<file path="src/rtl/uart_pkg.sv">
// Shared constants and types for the UART RX line buffer.
package uart_pkg;

    localparam logic [7:0] CHAR_LF = 8'h0A;
    localparam logic [7:0] CHAR_CR = 8'h0D;

    typedef enum logic {
        LB_IDLE = 1'b0,
        LB_WAIT = 1'b1
    } linebuf_state_e;

endpackage

</file>
<file path="src/rtl/uart_byte_fifo.sv">
// Power-of-two circular byte FIFO with occupancy count; head is read combinationally.
module uart_byte_fifo #(
    parameter int DEPTH = 16,
    parameter int W     = 8,
    localparam int AW   = $clog2(DEPTH),
    localparam int CW   = $clog2(DEPTH + 1)
) (
    input  logic          clk,
    input  logic          rst,
    input  logic          push,
    input  logic [W-1:0]  wdata,
    input  logic          pop,
    output logic [W-1:0]  rdata,
    output logic [CW-1:0] count,
    output logic          full,
    output logic          empty
);

    logic [W-1:0]  mem_q [DEPTH];
    logic [AW-1:0] wr_ptr_q, wr_ptr_d;
    logic [AW-1:0] rd_ptr_q, rd_ptr_d;
    logic [CW-1:0] count_q, count_d;
    logic          do_push, do_pop;

    assign full  = (count_q == CW'(DEPTH));
    assign empty = (count_q == '0);
    assign count = count_q;
    assign rdata = mem_q[rd_ptr_q];

    always_comb begin
        do_push  = push && !full;
        do_pop   = pop && !empty;
        // pointers are exactly AW bits wide, so increment wraps modulo DEPTH
        wr_ptr_d = do_push ? wr_ptr_q + 1'b1 : wr_ptr_q;
        rd_ptr_d = do_pop  ? rd_ptr_q + 1'b1 : rd_ptr_q;
        count_d  = count_q;
        case ({do_push, do_pop})
            2'b10:   count_d = count_q + 1'b1;
            2'b01:   count_d = count_q - 1'b1;
            default: count_d = count_q;
        endcase
    end

    always_ff @(posedge clk) begin
        if (rst) begin
            wr_ptr_q <= '0;
            rd_ptr_q <= '0;
            count_q  <= '0;
        end else begin
            wr_ptr_q <= wr_ptr_d;
            rd_ptr_q <= rd_ptr_d;
            count_q  <= count_d;
        end
    end

    always_ff @(posedge clk) begin
        if (do_push) mem_q[wr_ptr_q] <= wdata;
    end

endmodule

</file>
<file path="src/rtl/uart_rx_linebuf.sv">
// Drains uart_sat RX bytes into a FIFO, counts buffered lines, streams bytes out.
// Optional echo slot enabled by defining UART_LINEBUF_ECHO_EN.
module uart_rx_linebuf
    import uart_pkg::*;
#(
    parameter int          DEPTH = 16,
    parameter logic [7:0]  TERM  = CHAR_LF,
    localparam int         CW    = $clog2(DEPTH + 1)
) (
    input  logic          clk,
    input  logic          rst,
    input  logic [7:0]    rx_data,
    input  logic          rx_rdy,
    output logic          clr_rdy,
    output logic [7:0]    m_data,
    output logic          m_valid,
    input  logic          m_ready,
    output logic          m_last,
    output logic [CW-1:0] level,
    output logic [CW-1:0] line_cnt,
    output logic          line_avail,
    output logic          overflow,
`ifdef UART_LINEBUF_ECHO_EN
    output logic [7:0]    tx_data,
    output logic          tx_valid,
    input  logic          tx_ready,
`endif
    input  logic          ovf_clr
);

    linebuf_state_e state_q, state_d;
    logic           clr_rdy_q, clr_rdy_d;
    logic [CW-1:0]  line_cnt_q, line_cnt_d;
    logic           overflow_q, overflow_d;
    logic           can_cap, capture, push, pop, full, empty;

`ifdef UART_LINEBUF_ECHO_EN
    logic [7:0] tx_data_q, tx_data_d;
    logic       tx_valid_q, tx_valid_d;
    // a slot being emptied this edge may be refilled on the same edge
    assign can_cap  = !tx_valid_q || tx_ready;
    assign tx_data  = tx_data_q;
    assign tx_valid = tx_valid_q;
`else
    assign can_cap = 1'b1;
`endif

    uart_byte_fifo #(.DEPTH(DEPTH), .W(8)) u_fifo (
        .clk   (clk),
        .rst   (rst),
        .push  (push),
        .wdata (rx_data),
        .pop   (pop),
        .rdata (m_data),
        .count (level),
        .full  (full),
        .empty (empty)
    );

    always_ff @(posedge clk) begin
        if (rst) state_q <= LB_IDLE;
        else     state_q <= state_d;
    end

    always_comb begin
        state_d = state_q;
        case (state_q)
            LB_IDLE: if (rx_rdy && can_cap) state_d = LB_WAIT;
            LB_WAIT: if (!rx_rdy)           state_d = LB_IDLE;
            default:                        state_d = LB_IDLE;
        endcase
    end

    always_comb begin
        capture   = (state_q == LB_IDLE) && rx_rdy && can_cap;
        clr_rdy_d = capture;
    end

    assign m_valid    = !empty;
    assign m_last     = !empty && (m_data == TERM);
    assign clr_rdy    = clr_rdy_q;
    assign line_cnt   = line_cnt_q;
    assign line_avail = (line_cnt_q != '0);
    assign overflow   = overflow_q;

    always_comb begin
        // fullness is judged before any same-cycle pop
        push       = capture && !full;
        pop        = m_valid && m_ready;
        line_cnt_d = line_cnt_q;
        case ({push && (rx_data == TERM), pop && m_last})
            2'b10:   line_cnt_d = line_cnt_q + 1'b1;
            2'b01:   line_cnt_d = line_cnt_q - 1'b1;
            default: line_cnt_d = line_cnt_q;
        endcase
        overflow_d = overflow_q;
        if (capture && full) overflow_d = 1'b1;
        else if (ovf_clr)    overflow_d = 1'b0;
`ifdef UART_LINEBUF_ECHO_EN
        tx_data_d  = capture ? rx_data : tx_data_q;
        tx_valid_d = capture ? 1'b1 : (tx_valid_q && !tx_ready);
`endif
    end

    always_ff @(posedge clk) begin
        if (rst) begin
            clr_rdy_q  <= 1'b0;
            line_cnt_q <= '0;
            overflow_q <= 1'b0;
        end else begin
            clr_rdy_q  <= clr_rdy_d;
            line_cnt_q <= line_cnt_d;
            overflow_q <= overflow_d;
        end
    end

`ifdef UART_LINEBUF_ECHO_EN
    always_ff @(posedge clk) begin
        if (rst) tx_valid_q <= 1'b0;
        else     tx_valid_q <= tx_valid_d;
    end

    always_ff @(posedge clk) begin
        tx_data_q <= tx_data_d;
    end
`endif

endmodule

</file>
<file path="config.mk">
export PLATFORM = sky130hd
export DESIGN_NAME = uart_rx_linebuf
export DESIGN_NICKNAME = d
export VERILOG_FILES = /design/src/rtl/uart_pkg.sv /design/src/rtl/uart_byte_fifo.sv /design/src/rtl/uart_rx_linebuf.sv
export SDC_FILE = /design/constraint.sdc
export NUM_CORES = 1
export LEC_CHECK = 0
export ABC_AREA = 1
export CAP_MARGIN = 20
export CORE_MARGIN = 1.5
export CORE_UTILIZATION = 60
export CTS_CLUSTER_DIAMETER = 100
export DETAILED_ROUTE_END_ITERATION = 6
export PLACE_DENSITY = 0.91
export SYNTH_ARGS = -nofsm -noshare
export SYNTH_HDL_FRONTEND = slang
export SYNTH_SLANG_ARGS = --single-unit
</file>
<file path="constraint.sdc">
create_clock -name clk -period 7.5 [get_ports clk]
set_clock_uncertainty 0.05 [all_clocks]
set_input_delay 1.5 -clock clk [delete_from_list [all_inputs] [get_ports clk]]
set_output_delay 1.5 -clock clk [all_outputs]
set_load 0.005 [all_outputs]
</file>
==> flow_summary.json <==
{
  "run_status": "completed",
  "p_int_w": 0.00175,
  "row_count": 38,
  "synth.yosys.warnings": 0,
  "grt_start_max_net_pins": 75,
  "timing.critical_path.to": "m_last",
  "rsz0062_at_grt": "no",
  "slew_headroom_pct": 33.9,
  "worst_path_max_delay_cell": "sky130_fd_sc_hd__inv_2",
  "die_x_extent_um": 108,
  "timing_worst_slew_pin_value_ns": 0.988,
  "seq_area_frac_synth_pct": 65.3,
  "post-route-drc-count": 0,
  "ctsLongestPathBuffers": 2,
  "fraction_of_final_layout_cells_sized_beyond_drive_strength_1_pct": 5.99,
  "critical-path-max-stage-delay_ns": 0.59,
  "critical_path.startpoint_type": "flop",
  "finalWorstPathRequiredPeriod_ns": 5.35,
  "yosysTopAreaCell": "sky130_fd_sc_hd__edfxtp_1",
  "worst_setup_hold_path_clk_slew_ns": 0.06,
  "peakVddDrop_v": 0.000195,
  "clock_tree.htree_level_count": 4,
  "initial_core_utilization_pct": 61.4,
  "fmaxAchievable_mhz": 187,
  "regToRegSetupSlack_ns": 3.17,
  "power_frac_comb_pct": 25.3,
  "netlist_top_cells_area": "sky130_fd_sc_hd__edfxtp_1 58%, sky130_fd_sc_hd__nand2_1 8.1%, sky130_fd_sc_hd__dfxtp_1 7.5%",
  "clock_power_share_pct": 35.4,
  "cts_resized": 0,
  "ctsRootBufferMaster": "sky130_fd_sc_hd__clkbuf_8",
  "cp_data_required_time_ns": 5.95,
  "fin_crit_sh_pct": 71.3,
  "hold_viol": 0,
  "worst_ep_arrival_time_ns": 3.80,
  "finalNetCount": 700,
  "timing.critical_path.cells": "buf_4, inv_2, nor2_1, nor2_1, o21ai_0, o211ai_1, nand3_1, nand2_1, nor2_1, nand3_2, inv_1, clkdlybuf4s50_1",
  "vias_in_the_first_global_route": 4848,
  "post_synth_instance_area_um2": 6650,
  "timing_max_transition_violations_final": 0,
  "crit_fanout": 74,
  "totalWireLength_um": 15800,
  "insertion_delay_ns": 0.53,
  "postSynthCellCount": 637,
  "post-dp-hpwl_um": 9410,
  "number_of_antenna_violations_at_the_first_check_in_global_routing": 0,
  "io_buffer_count": 35,
  "routabilityCongestion": 0.838,
  "post_route_cell_area_um2": 7670,
  "r2r-end": "line_cnt[4]",
  "setup.worst_path.class": "flop to output pin",
  "synthesized_netlist_net_count": 665,
  "grt.overflow.total": 0,
  "setup_total_negative_slack_ns": 0,
  "p_sw_share_pct": 30.1,
  "ios": 36,
  "standard_cell_area_after_detailed_placement_um2": 7060,
  "power.net_switching_w": 0.000755,
  "fp.dieArea_um2": 11700,
  "die_h_um": 108,
  "post_cts_buffers": 0,
  "gr-usage-all-layers_pct": 28.2,
  "cts_tree": "built",
  "tritoncts.num_buffers": 17,
  "path_common_cell": "sky130_fd_sc_hd__nor2_1",
  "power-per-cell-area_nw_per_um2": 327,
  "grt_first_pass_wirelength_um": 24100,
  "antenna_cells_inserted": 0,
  "vias": 4866,
  "drtIter0Drc": 645,
  "clock_sink_count": 153,
  "synthFlopType": "sky130_fd_sc_hd__edfxtp_1",
  "reg2reg_depth": 19,
  "seqPwrFrac_pct": 39.3,
  "setup-violations-final": 0,
  "synth_edf_count": 128,
  "syn_area_per_cell_um2": 10.4,
  "synth.top_cell.area_share_pct": 57.8,
  "max-cap-violations": 0,
  "layout-area-overhead-vs-synth_pct": 15.3,
  "drt_pre_antenna_iters": 5,
  "critPathCaptureType": "output pin",
  "route.detailed.vias_per_inst": 5.90,
  "layout.cells.most_common_list": "144 x sky130_fd_sc_hd__nand2_1, 128 x sky130_fd_sc_hd__edfxtp_1, 79 x sky130_fd_sc_hd__nor2_1",
  "hold_fix_buffers_at_cts": 0,
  "synth-seq-cells": 153,
  "cellLeakagePower_nw": 2.98,
  "synth_cell_type_count": 29,
  "mostFrequentLayoutCell": "sky130_fd_sc_hd__nand2_1",
  "detail_route.wl_per_cell_um": 19.1,
  "hold_crit_class": "flop to flop",
  "synth_async_sr_flop_share_pct": 0,
  "fp.coreArea_um2": 10800,
  "drt_antenna_net_count": 0
}
cells in the mapped netlist, types with 2 or more instances:
cell / n
sky130_fd_sc_hd__xnor2_1: 5
sky130_fd_sc_hd__fa_1: 2
sky130_fd_sc_hd__a21oi_1: 14
sky130_fd_sc_hd__inv_2: 3
sky130_fd_sc_hd__buf_6: 5
sky130_fd_sc_hd__nor2_2: 2
sky130_fd_sc_hd__o21ai_0: 34
sky130_fd_sc_hd__nand3_1: 58
sky130_fd_sc_hd__nor3_1: 3
sky130_fd_sc_hd__clkinv_1: 2
sky130_fd_sc_hd__nor2_1: 79
sky130_fd_sc_hd__o211ai_1: 14
sky130_fd_sc_hd__buf_2: 10
sky130_fd_sc_hd__a211oi_1: 4
sky130_fd_sc_hd__edfxtp_1: 128
sky130_fd_sc_hd__inv_1: 69
sky130_fd_sc_hd__nand2_1: 144
sky130_fd_sc_hd__clkbuf_1: 5
sky130_fd_sc_hd__ha_1: 13
sky130_fd_sc_hd__buf_4: 5
sky130_fd_sc_hd__dfxtp_1: 25
sky130_fd_sc_hd__o21ai_1: 6
metal layers:
| layer | vias up | GRT usage, % | wire length [um] |
|---|---|---|---|
| li1 | 2208 | - | - |
| met1 | 2357 | 32.7 | 5880 |
| met2 | 267 | 49.6 | 8220 |
| met3 | 34 | 7.90 | 1350 |
| met4 | 0 | 11.2 | 299 |
| met5 | - | 0 | 0 |
logic make-up (layout without fill, tap and decap cells):
| family | count (synthesis) | in the layout | synth area share, % |
|---|---|---|---|
| AO/OA/AOI/OAI | 74 | 74 | 6.34 |
| XOR/XNOR | 6 | 6 | 0.790 |
| adder cells (fa/ha/maj) | 15 | 15 | 3.05 |
| buffers and inverters | 99 | 147 | 6.62 |
| flip-flops | 153 | 153 | 65.3 |
| AND/OR/NAND/NOR | 290 | 290 | 17.9 |
sequential cells by signal, summed over array words and instances, names as in the netlist, named ones only:
| signal | cells |
|---|---|
| u_fifo.count | 5 |
| u_fifo.mem_q | 128 |
| overflow | 1 |
| state_q | 1 |
| line_cnt | 5 |
| clr_rdy | 1 |
| u_fifo.rd_ptr_q | 4 |
| u_fifo.wr_ptr_q | 4 |
worst min path at each step:
stage,from,endpoint,slack [ns],depth (start not counted)
6_report,overflow,overflow,0.45,2
5_1_grt,u_fifo.rd_ptr_q[2],u_fifo.rd_ptr_q[2],0.46,2
4_1_cts,u_fifo.rd_ptr_q[2],u_fifo.rd_ptr_q[2],0.44,2
3_5_place_dp,u_fifo.rd_ptr_q[2],flop,0.43,2
3_3_place_gp,u_fifo.rd_ptr_q[2],u_fifo.rd_ptr_q[2],0.41,2
2_1_floorplan,u_fifo.rd_ptr_q[2],flop,0.40,2
stage by stage:
step / hold slack [ns] / power [W] / setup WS, ns / util (%) / instances
2_1_floorplan: 0.396 / 0.00141 / 4.17 / - / 637
6_report: 0.446 / 0.00251 / 2.15 / 70.8 / 825
5_1_grt: 0.457 / 0.00261 / 1.93 / 70.8 / 825
4_1_cts: 0.443 / 0.00250 / 2.24 / 70.8 / 825
3_3_place_gp: 0.414 / 0.00157 / 2.91 / 65.1 / 793
3_5_place_dp: 0.433 / 0.00161 / 2.86 / 65.1 / 793
worst max-delay path: cells and delay by family (launching register included):
kind / cells / cell delay, ns
and+or+nand+nor: 6 / 0.94
DFF: 1 / 0.31
buffers and inverters: 4 / 1.74
AOI/OAI and AO/OA: 2 / 0.23
area by class of cell:
cell class	instances	area [um^2]
Clock buffer	24	470
Clock inverter	8	141
Fill cell	741	3170
Inverter	74	278
Multi-Input combinational cell	385	1870
Sequential cell	153	4350
Tap cell	140	175
Timing Repair Buffer	41	395
power by group through the flow:
stage	logic, W	registers [W]	clock network, W
after floorplan	0.000416	0.000996	0
after global placement	0.000576	0.000997	0
after detailed placement	0.000612	0.00100	0
after CTS	0.000627	0.000983	0.000888
final	0.000635	0.000984	0.000887
after global routing	0.000698	0.000987	0.000922
(Power assumes the default switching activity.)
